$ cat config.mk
export PLATFORM = sky130hd
export DESIGN_NAME = moving_sum_deconvolver
export DESIGN_NICKNAME = d
export VERILOG_FILES = /design/src/rtl/moving_sum_deconvolver_pkg.sv /design/src/rtl/moving_sum_deconv_ring.sv /design/src/rtl/moving_sum_deconvolver.sv
export SDC_FILE = /design/constraint.sdc
export NUM_CORES = 1
export LEC_CHECK = 0
export ABC_AREA = 0
export CORE_UTILIZATION = 50
export CTS_CLUSTER_DIAMETER = 200
export DETAILED_ROUTE_END_ITERATION = 8
export PLACE_DENSITY = 0.71
export SETUP_SLACK_MARGIN = 0.02
export SYNTH_ARGS = -nofsm -noshare
export SYNTH_HDL_FRONTEND = slang
export SYNTH_SLANG_ARGS = --single-unit
$ cat constraint.sdc
create_clock -name system1000 -period 4.5 [get_ports system1000]
set_input_delay 0.675 -clock system1000 [delete_from_list [all_inputs] [get_ports system1000]]
set_output_delay 0.675 -clock system1000 [all_outputs]
set_load 0.01 [all_outputs]
$ cat src/rtl/moving_sum_deconvolver_pkg.sv
// Shared widths and types for the moving-average family: the averager and its
// deconvolver must agree on window length and sample/sum widths.
package moving_average_types;

    localparam int N_DEFAULT        = 4;
    localparam int SAMPLE_W_DEFAULT = 8;
    localparam int SUM_W_DEFAULT    = SAMPLE_W_DEFAULT + $clog2(N_DEFAULT);

    typedef logic signed [SAMPLE_W_DEFAULT-1:0] sample_t;
    typedef logic signed [SUM_W_DEFAULT-1:0]    sum_t;
    typedef logic [$clog2(N_DEFAULT)-1:0]       ptr_t;

endpackage

$ cat src/rtl/moving_sum_deconv_ring.sv
// N-entry sample history with a wrapping pointer. rd_data shows the entry at the
// pointer (x[n-N]) in the same cycle that adv overwrites it with x[n].
module moving_sum_deconv_ring #(
    parameter int N        = 4,
    parameter int SAMPLE_W = 8,
    localparam int PTR_W   = (N > 1) ? $clog2(N) : 1
) (
    input  logic                       clk,
    input  logic                       flush,
    input  logic                       adv,
    input  logic signed [SAMPLE_W-1:0] wr_data,
    output logic signed [SAMPLE_W-1:0] rd_data
);

    logic signed [SAMPLE_W-1:0] hist [N];
    logic [PTR_W-1:0]           ptr;

    assign rd_data = hist[ptr];

    always_ff @(posedge clk) begin
        if (flush) begin
            for (int i = 0; i < N; i++) begin
                hist[i] <= '0;
            end
            ptr <= '0;
        end else if (adv) begin
            hist[ptr] <= wr_data;
            ptr       <= (ptr == PTR_W'(N - 1)) ? '0 : ptr + 1'b1;
        end
    end

endmodule

$ cat src/rtl/moving_sum_deconvolver.sv
// Recovers x[n] from a moving-window sum stream: x[n] = S[n] - S[n-1] + x[n-N].
// Handshake: a beat transfers on a rising edge where valid and ready are both 1;
// valid never depends on ready, and an offered beat stays stable until it transfers.
module moving_sum_deconvolver
    import moving_average_types::*;
#(
    parameter int N        = N_DEFAULT,
    parameter int SAMPLE_W = SAMPLE_W_DEFAULT,
    localparam int SUM_W   = SAMPLE_W + $clog2(N)
) (
    input  logic                       system1000,
    input  logic                       system1000_rst,
    input  logic                       clear,
    input  logic signed [SUM_W-1:0]    sum_i,
    input  logic                       sum_valid_i,
    output logic                       sum_ready_o,
    output logic signed [SAMPLE_W-1:0] sample_o,
    output logic                       sample_valid_o,
    input  logic                       sample_ready_i,
    output logic                       overflow_o
);

    // Two guard bits keep S[n] - S[n-1] + x[n-N] exact for any input sums.
    localparam int DIFF_W = SUM_W + 2;

    logic                       flush;
    logic                       accept;
    logic signed [SUM_W-1:0]    prev_sum;
    logic signed [SAMPLE_W-1:0] hist_rd;
    logic signed [DIFF_W-1:0]   diff;
    logic [DIFF_W-SAMPLE_W:0]   diff_top;
    logic                       diff_ovf;

    assign flush       = system1000_rst | clear;
    assign sum_ready_o = !clear && (!sample_valid_o || sample_ready_i);
    assign accept      = sum_valid_i && sum_ready_o;

    assign diff = {{2{sum_i[SUM_W-1]}}, sum_i}
                - {{2{prev_sum[SUM_W-1]}}, prev_sum}
                + {{(DIFF_W-SAMPLE_W){hist_rd[SAMPLE_W-1]}}, hist_rd};

    // In range exactly when every bit from the sample sign bit upward agrees.
    assign diff_top = diff[DIFF_W-1:SAMPLE_W-1];
    assign diff_ovf = !((&diff_top) || !(|diff_top));

    moving_sum_deconv_ring #(
        .N        (N),
        .SAMPLE_W (SAMPLE_W)
    ) u_ring (
        .clk     (system1000),
        .flush   (flush),
        .adv     (accept),
        .wr_data (diff[SAMPLE_W-1:0]),
        .rd_data (hist_rd)
    );

    always_ff @(posedge system1000) begin
        if (flush) begin
            sample_o       <= '0;
            sample_valid_o <= 1'b0;
            overflow_o     <= 1'b0;
            prev_sum       <= '0;
        end else if (accept) begin
            sample_o       <= diff[SAMPLE_W-1:0];
            sample_valid_o <= 1'b1;
            prev_sum       <= sum_i;
            if (diff_ovf) begin
                overflow_o <= 1'b1;
            end
        end else if (sample_ready_i) begin
            sample_valid_o <= 1'b0;
        end
    end

endmodule

==> results.sh, run 1 <==
export IMPL_status="finished clean"
export IMPL_nets=351
export IMPL_ys_types=48
export IMPL_tightest_slew_ns=1.01
export IMPL_grt_pass1_wl_um=10500
export IMPL_netlist_instances=288
export IMPL_multi_input_area_um2=1370
export IMPL_synth_yosys_seq_area_share_pct=47.6
export IMPL_drt_first_pass_iters=4
export IMPL_cts_root_buf="clkbuf_8"
export IMPL_synth_nets=326
export IMPL_holdBufCountCts=0
export IMPL_hold_class="flop to flop"
export IMPL_crit_type="flop to flop"
export IMPL_finalSetupTns_ns=0
export IMPL_nFillCells=482
export IMPL_dp_hpwl_um=4620
export IMPL_track_usage_pct=22.3
export IMPL_yosysMostFrequentCell="inv_1"
export IMPL_leakage_nw=1.50
export IMPL_num_antenna_cells=0
export IMPL_grt_max_degree=21
export IMPL_clock_skew_ns=0.0118
export IMPL_routed_wl_um=6360
export IMPL_globalRouteOverflowTotal=0
export IMPL_die_y_um=79.8
export IMPL_min_period_over_period_pct=82.9
export IMPL_clock_latency_ns=0.32
export IMPL_vias_per_cell=5.52
export IMPL_fin_crit_ns=3.73
export IMPL_synth_edf_count=32
export IMPL_path_cells="mux4_2, inv_1, fa_1, inv_1, ha_1, a211oi_2, o21ai_2, a31oi_2, xor2_1, nor4_1, a211oi_1"
export IMPL_start_kind="flop"
export IMPL_ys_warnings_count=0
export IMPL_power_density_nw_per_um2=378
export IMPL_antenna_found_initial=0
export IMPL_rsz0062_at_grt="false"
export IMPL_path_clk_slew_ns=0.10
export IMPL_avgSynthCellArea_um2=10.5
export IMPL_critPathBufInv=2
export IMPL_worstPathRequired_ns=4.74
export IMPL_postLayoutSetupSlackWorst_ns=0.771
export IMPL_drive_gt1_share_pct=8.60
export IMPL_drt_iter0_drc=160
export IMPL_drc_errors=0
export IMPL_ys_flop_type="edfxtp_1"
export IMPL_arrival_ns=3.96
export IMPL_final_antenna_net_count=0
export IMPL_wl_per_cell_um=16.5
export IMPL_synthTopCellsByArea="edfxtp_1 (32%), dfxtp_1 (16%), fa_1 (6.6%)"
export IMPL_dp_slack_ns=0.794
export IMPL_area_delta_synth_final_pct=13.4
export IMPL_maxCapViolations=0
export IMPL_synth_largest_area_cell="edfxtp_1"
export IMPL_slew_headroom_pct=32.5
export IMPL_cp_top_family="compound AO/OA/AOI/OAI gates"
export IMPL_max_stage_delay_ns=0.71
export IMPL_start_util_pct=53.4
export IMPL_ys_async_sr_fraction_pct=0
export IMPL_regArea_um2=1440
export IMPL_grt_pass1_vias=2094
export IMPL_cts_setup_buffers=0
export IMPL_htree_levels=2
export IMPL_min_from="sample_o[6]"
export IMPL_ir_worst_vdd_v=0.000164
export IMPL_clk_path_buf_depth=2
export IMPL_vias=2129
export IMPL_max_freq_mhz=268
export IMPL_synth_top_area_share_pct=31.7
export IMPL_ctsResizeCount=0
export IMPL_slew_violations=0
export IMPL_synth_common_cells="inv_1 (45), nor2_1 (40), edfxtp_1 (32)"
export IMPL_p_total_mw=1.30
export IMPL_path_common_cell="inv_1"
export IMPL_pin_count=26
export IMPL_cts_tree="built"
export IMPL_slowest_stage="dfxtp_1"
export IMPL_finalSetupViolCount=0
export IMPL_die_area_um2=6370
export IMPL_chipWidth_um=79.8
export IMPL_synth_seq_cells=56
export IMPL_gp_congestion=0.875
export IMPL_clock_sinks=56
export IMPL_cts_buffers=5
export IMPL_finalHoldViolations=0
export IMPL_port_buffers=25
export IMPL_coreArea_um2=5680
export IMPL_utilization_pct=60.5
export IMPL_worst_setup_path_end_kind="flop"
export IMPL_cp_max_fo=8
export IMPL_synth_area_um2=3030
export IMPL_num_rows=27
-- registers in the layout, indices dropped and copies added (netlist names), named ones only --
| signal | cells |
|---|---|
| u_ring.hist | 32 |
| overflow_o | 1 |
| prev_sum | 10 |
| sample_o | 8 |
| sample_valid_o | 1 |
| u_ring.ptr | 2 |
-- logic make-up after synthesis --
| group | count (synthesis) | synth area share (%) |
|---|---|---|
| buf+inv | 55 | 7.15 |
| flops | 56 | 47.6 |
| xor+xnor | 4 | 1.16 |
| fa+ha+maj | 23 | 12.0 |
| mux | 9 | 6.28 |
| simple gates | 92 | 13.8 |
| compound gates | 49 | 12.0 |
-- stage by stage --
| stage | std cells | hold WS [ns] | cell area [um2] |
|---|---|---|---|
| after global routing | 386 | 0.468 | 3440 |
| after detailed placement | 378 | 0.438 | 3340 |
| after floorplan | 288 | 0.449 | 3030 |
| after global placement | 378 | 0.429 | 3340 |
| after CTS | 386 | 0.455 | 3440 |
| final | 386 | 0.458 | 3440 |
-- layer usage --
layer	vias to the layer above	wire [um]	GRT usage, %
met5	-	0	0
met4	0	91	5.89
met3	7	365	4.00
met2	59	3080	37.1
met1	1025	2830	30.0
li1	1038	-	-
-- layout by cell type, fill, tap and decap left out, drive strengths merged, types with 3 or more instances in the layout --
master / n
xnor2: 3
nand3: 4
dfxtp: 24
nor3: 4
a22o: 3
clkbuf: 5
clkdlybuf4s50: 25
buf: 3
inv: 46
nor2b: 3
nor2: 40
nand2: 26
edfxtp: 32
o21ai: 12
mux4: 8
fa: 10
a21o: 10
a21oi: 6
ha: 13
-- cell type report --
cell class	count	area share [%]
Sequential cell	56	42.0
Multi-Input combinational cell	177	39.9
Timing Repair Buffer	28	7.94
Inverter	45	4.92
Tap cell	72	2.62
Clock buffer	5	2.00
Clock inverter	3	0.655
-- path summary, 6_finish.rpt --
check | endpoint | slack, ns | depth (start not counted)
min reg2reg | sample_o[6] | 0.46 | 2
max | overflow_o | 0.77 | 11
max reg2reg | overflow_o | 0.77 | 11
min | sample_o[6] | 0.46 | 2
-- power breakdown --
| part | switching [mW] | internal (mW) |
|---|---|---|
| Sequential | 0.0169 | 0.575 |
| Clock | 0.178 | 0.112 |
| Combinational | 0.233 | 0.185 |
| Total | 0.428 | 0.872 |
-- worst register-to-register path: stages, from the launching register on --
cell and delay, ns:
dfxtp_1 0.71, mux4_2 0.58, inv_1 0.10, fa_1 0.42, inv_1 0.11, ha_1 0.26, a211oi_2 0.31, o21ai_2 0.16
a31oi_2 0.26, xor2_1 0.42, nor4_1 0.12, a211oi_1 0.21
Power figures use the tool's default switching activity.
==> inputs of run 2 (changes only) <==
==> constraint.sdc (replaced) <==
create_clock -name system1000 -period 3.8 [get_ports system1000]
set_input_delay 0.57 -clock system1000 [delete_from_list [all_inputs] [get_ports system1000]]
set_output_delay 0.57 -clock system1000 [all_outputs]
set_load 0.01 [all_outputs]
==> run 2 against run 1 <==
Sequential share of layout area fell by 0.25 points; clock skew fell by 0.0034 ns; largest cell class unchanged; utilization rose by 0.42 points; sequential cell count did not move.
==> results.sh, run 2 (synthesis gave the netlist of run 1 again) <==
export IMPL_globalRouteOverflowTotal=0
export IMPL_clk_path_buf_depth=2
export IMPL_dp_slack_ns=0.204
export IMPL_vias_per_cell=5.46
export IMPL_largest_reg_flops=32
export IMPL_start_kind="flop"
export IMPL_fin_crit_ns=3.46
export IMPL_final_antenna_net_count=0
export IMPL_cp_max_fo=5
export IMPL_postLayoutSetupSlackWorst_ns=0.343
export IMPL_nets=354
export IMPL_dp_hpwl_um=4780
export IMPL_chipWidth_um=79.8
export IMPL_grt_pass1_wl_um=10300
export IMPL_cts_tree="built"
export IMPL_drc_errors=0
export IMPL_gp_congestion=0.838
export IMPL_power_density_nw_per_um2=445
export IMPL_drive_gt1_share_pct=9.78
export IMPL_holdBufCountCts=0
export IMPL_wl_met1_um=2850
export IMPL_top_layer="met4"
export IMPL_vias=2123
export IMPL_clock_latency_ns=0.31
export IMPL_hold_ws_ns=0.446
export IMPL_worst_setup_path_end_kind="flop"
export IMPL_cts_buffers=5
export IMPL_finalHoldViolations=0
export IMPL_cts_setup_buffers=0
export IMPL_ir_worst_vdd_v=0.000259
export IMPL_leakage_nw=1.51
export IMPL_coreArea_um2=5680
export IMPL_slew_violations=0
export IMPL_area_delta_synth_final_pct=14.2
export IMPL_die_area_um2=6370
export IMPL_max_freq_mhz=289
export IMPL_clock_skew_ns=0.00840
export IMPL_path_clk_slew_ns=0.11
export IMPL_grt_max_degree=21
export IMPL_layout_common_cells="inv_1 (45), nor2_1 (40), edfxtp_1 (32)"
export IMPL_num_antenna_cells=0
export IMPL_num_rows=27
export IMPL_arrival_ns=3.65
export IMPL_wl_met3_um=267
export IMPL_clock_sinks=56
export IMPL_worstPathRequired_ns=3.99
export IMPL_start_util_pct=53.4
export IMPL_finalSetupViolCount=0
export IMPL_track_usage_pct=21.8
export IMPL_pin_count=26
export IMPL_cts_root_buf="clkbuf_8"
export IMPL_path_cells="buf_4, mux4_2, inv_1, fa_1, inv_1, ha_1, a21o_1, a221oi_1, nand2b_1, a311oi_2, nor4_1, a211oi_1"
export IMPL_finalSetupTns_ns=0
export IMPL_hold_class="flop to flop"
export IMPL_min_period_over_period_pct=91.0
export IMPL_routed_wl_um=6410
export IMPL_grt_pass1_vias=2141
export IMPL_drt_iter0_drc=229
export IMPL_regMostFlops="u_ring.hist"
export IMPL_antenna_found_initial=0
export IMPL_die_y_um=79.8
export IMPL_crit_type="flop to flop"
export IMPL_dr_wl_met2_um=3220
export IMPL_reg_top3="u_ring.hist x32, prev_sum x10, sample_o x8"
export IMPL_path_common_cell="inv_1"
export IMPL_wl_per_cell_um=16.5
export IMPL_maxCapViolations=0
export IMPL_rsz0062_at_grt="false"
export IMPL_htree_levels=2
export IMPL_port_buffers=25
export IMPL_tightest_slew_ns=0.633
export IMPL_slew_headroom_pct=57.7
export IMPL_status="finished clean"
export IMPL_drt_first_pass_iters=4
export IMPL_max_stage_delay_ns=0.51
export IMPL_p_total_mw=1.54
export IMPL_final_common_cell="inv_1"
export IMPL_slowest_stage="mux4_2"
export IMPL_utilization_pct=61.0
[run 2: path summary, 6_finish.rpt]
path	startpoint	slack [ns]	cells past startpoint	to
setup / recovery	flop	0.34	12	overflow_o
hold / removal	sample_o[4]	0.45	2	sample_o[4]
setup reg to reg	flop	0.34	12	overflow_o
hold reg to reg	sample_o[4]	0.45	2	sample_o[4]
[run 2: report_power, final]
group,internal (mW),switching (mW)
combinational,0.222,0.276
sequential,0.681,0.0200
clock,0.133,0.206
[run 2: final cells by class]
cell class | count | area, um2
Clock buffer | 5 | 68.8
Clock inverter | 3 | 22.5
Fill cell | 492 | 2220
Inverter | 45 | 169
Multi-Input combinational cell | 177 | 1370
Sequential cell | 56 | 1440
Tap cell | 72 | 90.1
Timing Repair Buffer | 31 | 295
[run 2: what timing repair did]
item,in CTS,in global routing
setup endpoints to repair,0,1
resized for setup,0,1
endpoints found under the hold margin,0,0
[run 2: stage by stage]
step | instance area, um2 | cells
floorplan | 3030 | 288
global placement | 3370 | 381
detailed placement | 3370 | 381
CTS | 3460 | 389
global route | 3460 | 389
finish | 3460 | 389
[run 2: routing by layer]
layer  up-vias  GRT usage (%)
li1       1039              -
met1      1025           29.0
met2        53           37.5
met3         6           3.31
met4         0           5.00
met5         -              0
[run 2: critical path: cells and delay by family, from the launching register on]
kind                     cells  cell delay [ns]
flip-flops                   1             0.45
multiplexers                 1             0.51
buffers and inverters        3             0.35
adder cells (fa/ha/maj)      2             0.67
AND/OR/NAND/NOR              2             0.51
AO/OA/AOI/OAI                4             0.84
